===== config.mk =====
export PLATFORM = sky130hd
export DESIGN_NAME = step_seq
export DESIGN_NICKNAME = d
export VERILOG_FILES = /design/src/rtl/step_seq.sv
export SDC_FILE = /design/constraint.sdc
export NUM_CORES = 1
export LEC_CHECK = 0
export BUFFER_PORTS_ARGS = -buffer_cell sky130_fd_sc_hd__buf_2
export CAP_MARGIN = 20
export CORE_MARGIN = 2
export CORE_UTILIZATION = 57
export CTS_CLUSTER_SIZE = 12
export DETAILED_ROUTE_END_ITERATION = 10
export GPL_TIMING_DRIVEN = 0
export PLACE_DENSITY = 0.81
export SKIP_CTS_REPAIR_TIMING = 1
export SYNTH_ARGS = -nofsm -noshare
export SYNTH_HDL_FRONTEND = slang
export SYNTH_SLANG_ARGS = --single-unit

===== constraint.sdc =====
create_clock -name clk_i -period 4.2 [get_ports clk_i]
set_input_delay 0.42 -clock clk_i [delete_from_list [all_inputs] [get_ports clk_i]]
set_output_delay 0.42 -clock clk_i [all_outputs]
set_load 0.02 [all_outputs]

===== src/rtl/step_seq.sv =====
// Stepping sequencer: loads init on start, then steps variable toward target by a fixed
// offset each cycle, clamping overshoot. Handshake: start is a request sampled only in IDLE; done/err are levels held until start is low.
module step_seq #(
  parameter int WIDTH    = 8,
  parameter int OFFSET_W = 2
) (
  input  logic                clk_i,
  input  logic                reset_ni,
  input  logic                start_i,
  input  logic                abort_i,
  input  logic                mode_i,
  input  logic [OFFSET_W-1:0] offset_i,
  input  logic [WIDTH-1:0]    init_i,
  input  logic [WIDTH-1:0]    target_i,
  output logic                done_o,
  output logic                err_o,
  output logic                busy_o,
  output logic                overshoot_o,
  output logic [2:0]          state_o,
  output logic [WIDTH-1:0]    variable_o,
  output logic [WIDTH-1:0]    steps_o
);

  typedef enum logic [2:0] {
    IDLE = 3'd0,
    LOAD = 3'd1,
    RUN  = 3'd2,
    DONE = 3'd3,
    ERR  = 3'd4
  } state_e;

  state_e           state_q, state_d;
  logic [WIDTH-1:0] var_q, var_d;
  logic [WIDTH-1:0] steps_q, steps_d;
  logic             ovs_q, ovs_d;
  logic             mode_q, mode_d;
  logic [WIDTH-1:0] off_q, off_d;
  logic [WIDTH-1:0] tgt_q, tgt_d;
  logic             done_q, err_q, busy_q;

  logic [WIDTH-1:0] off_ext;
  logic [WIDTH:0]   sum, diff, tgt_x;

  // The extra top bit is the carry (up) or borrow (down); either one forces the clamp.
  assign off_ext = WIDTH'(offset_i);
  assign sum     = {1'b0, var_q} + {1'b0, off_q};
  assign diff    = {1'b0, var_q} - {1'b0, off_q};
  assign tgt_x   = {1'b0, tgt_q};

  always_comb begin
    state_d = state_q;
    var_d   = var_q;
    steps_d = steps_q;
    ovs_d   = ovs_q;
    mode_d  = mode_q;
    off_d   = off_q;
    tgt_d   = tgt_q;
    case (state_q)
      IDLE: begin
        if (start_i && !abort_i) state_d = LOAD;
      end
      LOAD: begin
        if (abort_i) begin
          state_d = IDLE;
        end else begin
          mode_d  = mode_i;
          off_d   = off_ext;
          tgt_d   = target_i;
          var_d   = init_i;
          steps_d = '0;
          ovs_d   = 1'b0;
          if (init_i == target_i)                       state_d = DONE;
          else if (offset_i == '0)                      state_d = ERR;
          else if ((!mode_i && (init_i > target_i)) ||
                   ( mode_i && (init_i < target_i)))    state_d = ERR;
          else                                          state_d = RUN;
        end
      end
      RUN: begin
        if (abort_i) begin
          state_d = IDLE;
        end else begin
          steps_d = (&steps_q) ? steps_q : steps_q + 1'b1;
          if (!mode_q) begin
            if (sum >= tgt_x) begin
              var_d   = tgt_q;
              ovs_d   = (sum != tgt_x);
              state_d = DONE;
            end else begin
              var_d = sum[WIDTH-1:0];
            end
          end else begin
            if (diff[WIDTH] || (diff <= tgt_x)) begin
              var_d   = tgt_q;
              ovs_d   = diff[WIDTH] || (diff != tgt_x);
              state_d = DONE;
            end else begin
              var_d = diff[WIDTH-1:0];
            end
          end
        end
      end
      DONE, ERR: begin
        if (abort_i || !start_i) state_d = IDLE;
      end
      default: state_d = IDLE;
    endcase
  end

  always_ff @(posedge clk_i or negedge reset_ni) begin
    if (!reset_ni) begin
      state_q <= IDLE;
      var_q   <= '0;
      steps_q <= '0;
      ovs_q   <= 1'b0;
      mode_q  <= 1'b0;
      off_q   <= '0;
      tgt_q   <= '0;
      done_q  <= 1'b0;
      err_q   <= 1'b0;
      busy_q  <= 1'b0;
    end else begin
      state_q <= state_d;
      var_q   <= var_d;
      steps_q <= steps_d;
      ovs_q   <= ovs_d;
      mode_q  <= mode_d;
      off_q   <= off_d;
      tgt_q   <= tgt_d;
      done_q  <= (state_d == DONE);
      err_q   <= (state_d == ERR);
      busy_q  <= (state_d == LOAD) || (state_d == RUN);
    end
  end

  assign state_o     = state_q;
  assign variable_o  = var_q;
  assign steps_o     = steps_q;
  assign overshoot_o = ovs_q;
  assign done_o      = done_q;
  assign err_o       = err_q;
  assign busy_o      = busy_q;

endmodule


* Yosys cells after proc, flatten, opt, wreduce, memory -nomap -nowiden
Cells that the tools add are included.
** Cells by class
- $add $sub $neg :: 3
- Order comparisons :: 4
- Equality and inequality tests :: 16
- Mux-type cells :: 27
- Bitwise logic cells :: 1
- Reduce and logical (&&, ||, !) cells :: 20
** Operators by type and width (number)
- $mux W8 :: 8
- $pmux W8 S2 :: 2
- $mux W3 :: 10
- $ne A9 B8 Y1 :: 2
- $eq A3 B2 Y1 const B :: 4
- $pmux W3 S4 :: 1
- $add A8 B2 Y9 :: 1
- $ge A9 B8 Y1 :: 1
- $le A9 B8 Y1 :: 1
- $sub A8 B2 Y9 :: 1
- $add A8 B1 Y8 const B :: 1
- $eq A8 B8 Y1 :: 1
- $gt A8 B8 Y1 :: 1
- $lt A8 B8 Y1 :: 1
- $reduce_and A8 Y1 :: 1
- $eq A3 B1 Y1 const B :: 2
- $eq A3 B3 Y1 const B :: 2
- $ne A2 B2 Y1 const B :: 3
- $ne A3 B3 Y1 const B :: 2
- $logic_or A1 B1 Y1 :: 5
- $mux W1 :: 5
- $reduce_and A5 Y1 :: 1
- $reduce_and A4 Y1 :: 1
- $logic_and A1 B1 Y1 :: 3
- other kinds (9) :: 11
** Storage, ports and cells
- Register bits after elaboration :: 34
- Bits of input ports :: 23
- Output and inout port bits :: 23
- Word-level logic and storage cells :: 81

* Depth between registers and ports, before layout
- Word-level depth :: 10
- Gate-level depth with buffers :: 16
- Mapped depth without buffers :: 15

* Worst setup path before layout
No wires, ideal clock.
- Path kind :: register to register
- From :: register var_q[0], in the netlist variable_o[0]
- To :: register busy_q, in the netlist busy_o
- Setup time :: 0.079 ns
- Arrival :: 3.482 ns
- Data required time :: 4.121 ns
- Path slack :: 0.639 ns
- Cell stages (with the launch flop) :: 16
- Path buffers :: 0
- Clock period less this slack :: 3.561 ns
- Cells stage by stage :: dfrtp_1 -> inv_1 -> ha_1 -> inv_1 -> fa_1 -> or4_4 -> nor2_1 -> xor2_1 -> ha_1 -> nand2_1 -> or2_2 -> nand2b_1 -> a21oi_2 -> nor2_1 -> a221oi_2 -> xor2_1
** On the way
- Cells in the longest elaborated chain, start to end :: 9
- Elaborated cells on any way between the ends :: 13
- Classes of those cells :: 2 x add/sub; 2 x order compare; 2 x eq/ne; 5 x mux; 2 x reduce/logical
** RTL lines
- start: declaration :: line 33 : logic [WIDTH-1:0] var_q, var_d;
- start signal: assignment :: line 124 : var_q <= var_d;
- $sub A8 B2 Y9 :: line 47 : assign diff = {1'b0, var_q} - {1'b0, off_q};
- $le A9 B8 Y1 :: line 93 : if (diff[WIDTH] || (diff <= tgt_x)) begin
- $logic_or A1 B1 Y1 :: line 93
- $mux W3 :: line 93
- $mux W3 * :: line 84 : if (!mode_q) begin
- $mux W3 * :: line 80 : if (abort_i) begin
- $pmux W3 S4 * :: line 58 : case (state_q)
- $eq A3 B1 Y1 / $eq A3 B2 Y1 (equally long branches) :: line 132 : busy_q <= (state_d == LOAD) || (state_d == RUN);
- $logic_or A1 B1 Y1 * :: line 132
- end signal: assignment :: line 132
- end: declaration :: line 39 : logic done_q, err_q, busy_q;
Mark *: on every way between the ends. The rest lies on a longest branch, timed or not.
A chain may end at the register's enable or synchronous reset.

* Worst setup path in the final report
- From :: register var_q[0], in the netlist variable_o[0]
- To :: register var_q[3], in the netlist variable_o[3]
** On the way
- Cells in the longest elaborated chain, start to end :: 7
- Elaborated cells on any way between the ends :: 10
- Classes of those cells :: 2 x add/sub; 2 x order compare; 5 x mux; 1 x reduce/logical
** RTL lines (line)
- $sub A8 B2 Y9 :: 47
- $le A9 B8 Y1 :: 93
- $logic_or A1 B1 Y1 :: 93
- $mux W8 :: 93
- $mux W8 * :: 84
- $mux W8 * :: 80
- $pmux W8 S2 * :: 58
Mark *: on every way between the ends. The rest lies on a longest branch, timed or not. The select of a mux whose other input is x is not followed.

==> results <==
- The fraction of the yosys area taken by sequential cells is 0.319.
- The maximum clock frequency is 0.256 GHz.
- The average detailed-routed wire length per instance is 15.9 um.
- The number of cells produced by synthesis is 324.
- The final cell count without fillers is 429.
- In the final design database the tool counted 431 nets.
- After detailed routing, the number of vias per cell comes to 6.03.
- The final worst-path cycle share is 0.931.
- The critical setup path kind is flip-flop to flip-flop.
- The fraction of registers with async set or reset after synthesis is 1.00.
- The count of pins on the block boundary is 46.
- The post-route worst hold slack is 204 ps.
- The share of synthesized area in the top cell type comes to 0.319.
- The die covers 5250 sq um.
- The latest clock arrival within the worst-skew pair is 290 ps.
- The post-synth net total is 379.
- After the first detailed-routing iteration, the DRC count stood at 144.
- The floorplan step defined a core boundary enclosing 4440 sq um.
- Setup repair after global routing left no endpoint under its margin.
- Buffers placed on the I/O ports in this run total 45.
- The maximum number of pins on one net before global-route repair is 35.
- The post-layout minimum cycle time is 3910 ps.
- The largest individual stage delay along the critical path comes from the cell sky130_fd_sc_hd__or4_4.
- Setup slack on the worst reg-to-reg path comes out at 290 ps.
- The congestion estimate from routability-driven global placement came to 0.870.
- The post-route DRC violation count is 0.
- The clock sink total is 34.
- The signal arrival time at the worst endpoint is 4050 ps.
- In this run the worst path has a maximum fanout of 10.
- The number of warning messages in the yosys log is 0.
- At the pin with the least slew margin, the transition time is 772 ps.
- The largest area contributor in the synthesized netlist is sky130_fd_sc_hd__dfrtp_1.
- The worst setup path is captured at a flip-flop.
- The largest single stage delay on the critical path is 580 ps.
- The clock tree synthesis step divided the H-tree into 2 levels.
- The prevailing post-synth register cell is sky130_fd_sc_hd__dfrtp_1.
- The number of global-route vias before repair is 2500.
- The register clock-pin slew on the reported worst setup and hold paths is 80 ps.
- The flow ran to the end, and the final reports show no timing, DRC or antenna violations.
- STA classifies the critical path startpoint as a flip-flop.
- The die is 72.5 um wide.
- The first-pass iteration count of the detailed router is 5.
- The synthesized netlist occupies a cell area of 2670 sq um.
- The library cell used most frequently in the layout, excluding fill and tap cells, is sky130_fd_sc_hd__nand2_1.
- The floorplan has 24 rows.
- The worst register-to-register path ends at variable_o[3]$_DFFE_PN0P_.
- The initial utilization of the core area, before any placement, comes to 0.601.
- The cell sitting at the root of the clock tree is a sky130_fd_sc_hd__clkbuf_8.
- Of the cells placed in the final design, the portion with a size suffix greater than 1 is 0.172.
- The startpoint identified for the worst register-to-register timing path is variable_o[0]$_DFFE_PN0P_.
- The number of antenna violations at the first check in global routing is 0.
- In the global route stage, overall resource usage came out at 0.282.
- The top cell types in the final layout, fill and taps aside, are sky130_fd_sc_hd__nand2_1, sky130_fd_sc_hd__buf_2, sky130_fd_sc_hd__dfrtp_1.
- The number of antenna diodes in the final layout is 0.
- Broken down by cell family, the worst path's largest delay share belongs to simple AND/OR/NAND/NOR gates.
- Summed over all layers, the routed wires come to 6.84 mm.
- Tracing the worst setup path back leads to its startpoint at variable_o[0]$_DFFE_PN0P_.
- The total power per unit cell area is 789 nW/um^2.
- After routing, the total negative slack on setup checks comes to 0 ps.
- The count of placed standard cells including taps is 421.
- VDD sags by at most 0.279 mV.
- The signal on the critical path passes through inv_1, ha_1, inv_1, fa_1, or4_4, nor2_1, xor2_1, ha_1, nand2_1, or2_2, nand2b_1, a21oi_2, buf_6, nor2_1, a21oi_1, o221ai_1.
- The die extent in y is 72.5 um.
- Detailed placement ended at an HPWL of 5.22 mm.
- The class of the most critical hold timing path is primary input to asynchronous set/reset pin.
- The synthesized design contains 0 enable-type register cells.
- Synthesis instantiated 44 different standard cells from the library.
- The maximum clock insertion buffer count is 2.
- The clock arrives with 8.86 ps of skew.
- Sorting the synthesized cells by area gives the leading types as sky130_fd_sc_hd__dfrtp_1, sky130_fd_sc_hd__ha_1, sky130_fd_sc_hd__nand2_1.
- The critical path contains buffers and inverters numbering 3 combined.
- The max-slew violation total from the final report is 0.
- Summed over all cells, the static leakage comes to 1.54 nW.
- Headroom to the max-slew limit came out at 0.485.
- Counting buffers and inverters, the worst setup path is 16 cells deep.
- The count of final setup violators is 0.
- The number of CTS-inserted buffers is 5.
- The signed area change from the synthesized netlist to the final layout is 14.3%.
- The worst register-to-register path has a depth of 16.
- The total congestion overflow is 0.
- Once detail routing completed, the nets flagged for antenna violations numbered 0.
- The CTS tree is built.
- The hold violation count in the final report is 0.
- In this run the mean area of a mapped cell was 8.24 sq um.
- The timing endpoint of the critical path is variable_o[3]$_DFFE_PN0P_.
- The first global-routing pass estimated 11.5 mm of wire.
- The count of maximum capacitance violations is 0.
- The synthesis-stage register bit count is 34.
- The total chip power is 2.41 mW.
- Across all layers, the routed design uses 2585 vias.
- Data on the critical path is required at its endpoint by 4340 ps.
[Yosys cell counts, types with 7 or more instances]
| cell | count |
|---|---|
| sky130_fd_sc_hd__xnor2_1 | 8 |
| sky130_fd_sc_hd__xor2_1 | 9 |
| sky130_fd_sc_hd__dfrtp_1 | 34 |
| sky130_fd_sc_hd__inv_1 | 24 |
| sky130_fd_sc_hd__a211oi_1 | 7 |
| sky130_fd_sc_hd__a21oi_1 | 23 |
| sky130_fd_sc_hd__clkbuf_1 | 9 |
| sky130_fd_sc_hd__o21ai_0 | 25 |
| sky130_fd_sc_hd__ha_1 | 30 |
| sky130_fd_sc_hd__nand2_1 | 48 |
| sky130_fd_sc_hd__nand3_1 | 10 |
| sky130_fd_sc_hd__nor2_1 | 31 |
[worst min-delay path by stage]
stage,start,endpoint,slack (ps),cells past startpoint
after floorplan,reset_ni,busy_o$_DFF_PN0_,120,0
after global placement,reset_ni,steps_o[0]$_DFFE_PN0P_,530,1
final,reset_ni,variable_o[0]$_DFFE_PN0P_,200,1
after global routing,reset_ni,steps_o[3]$_DFFE_PN0P_,270,1
after detailed placement,overshoot_o$_DFFE_PN0P_,overshoot_o$_DFFE_PN0P_,530,2
after CTS,reset_ni,steps_o[3]$_DFFE_PN0P_,240,1
[where the power goes]
part           total (mW)  leakage (nW)  internal (mW)  switching, mW
combinational        1.63          1.05          0.622           1.01
clock               0.259        0.0482          0.132          0.126
sequential          0.520         0.440          0.433         0.0869
[layout make-up]
| cell class | instances | area (sq um) |
|---|---|---|
| clock buffer | 7 | 86.3 |
| fill | 375 | 1390 |
| clock inverter | 1 | 5.00 |
| inverter | 24 | 90.1 |
| sequential | 34 | 851 |
| timing repair buffer | 45 | 225 |
| multi-input combinational | 253 | 1670 |
| tap | 52 | 65.1 |
| buffer | 13 | 65.1 |
[flip-flops by register name, indices dropped and copies added, names as in the netlist]
| name | flops |
|---|---|
| busy_o | 1 |
| done_o | 1 |
| err_o | 1 |
| mode_q | 1 |
| off_q | 2 |
| overshoot_o | 1 |
| state_o | 3 |
| steps_o | 8 |
| tgt_q | 8 |
| variable_o | 8 |
[metal layers]
| metal | part of all wire | vias to the layer above | global-route usage | wire [um] |
|---|---|---|---|---|
| met2 | 0.49 | 108 | 0.481 | 3350 |
| met4 | 0.020 | 0 | 0.105 | 135 |
| met3 | 0.065 | 17 | 0.0500 | 444 |
| li1 | - | 1233 | - | - |
| met1 | 0.43 | 1227 | 0.359 | 2910 |
| met5 | 0 | - | 0 | 0 |
[through the flow]
| stage | worst slack [ps] | util | cell area, sq um |
|---|---|---|---|
| after floorplan | 639 | - | 2670 |
| after global routing | 107 | 0.687 | 3050 |
| after detailed placement | 338 | 0.666 | 2960 |
| after global placement | 374 | 0.666 | 2960 |
| after CTS | 313 | 0.687 | 3050 |
| final | 291 | 0.687 | 3050 |
[kinds of logic after synthesis]
group / Yosys count / synth area share
simple gates: 119 / 0.204
fa+ha+maj: 32 / 0.156
xor+xnor: 17 / 0.0557
flops: 34 / 0.319
mux: 4 / 0.0150
compound gates: 81 / 0.193
buf+inv: 37 / 0.0581
(Power assumes the default switching activity.)
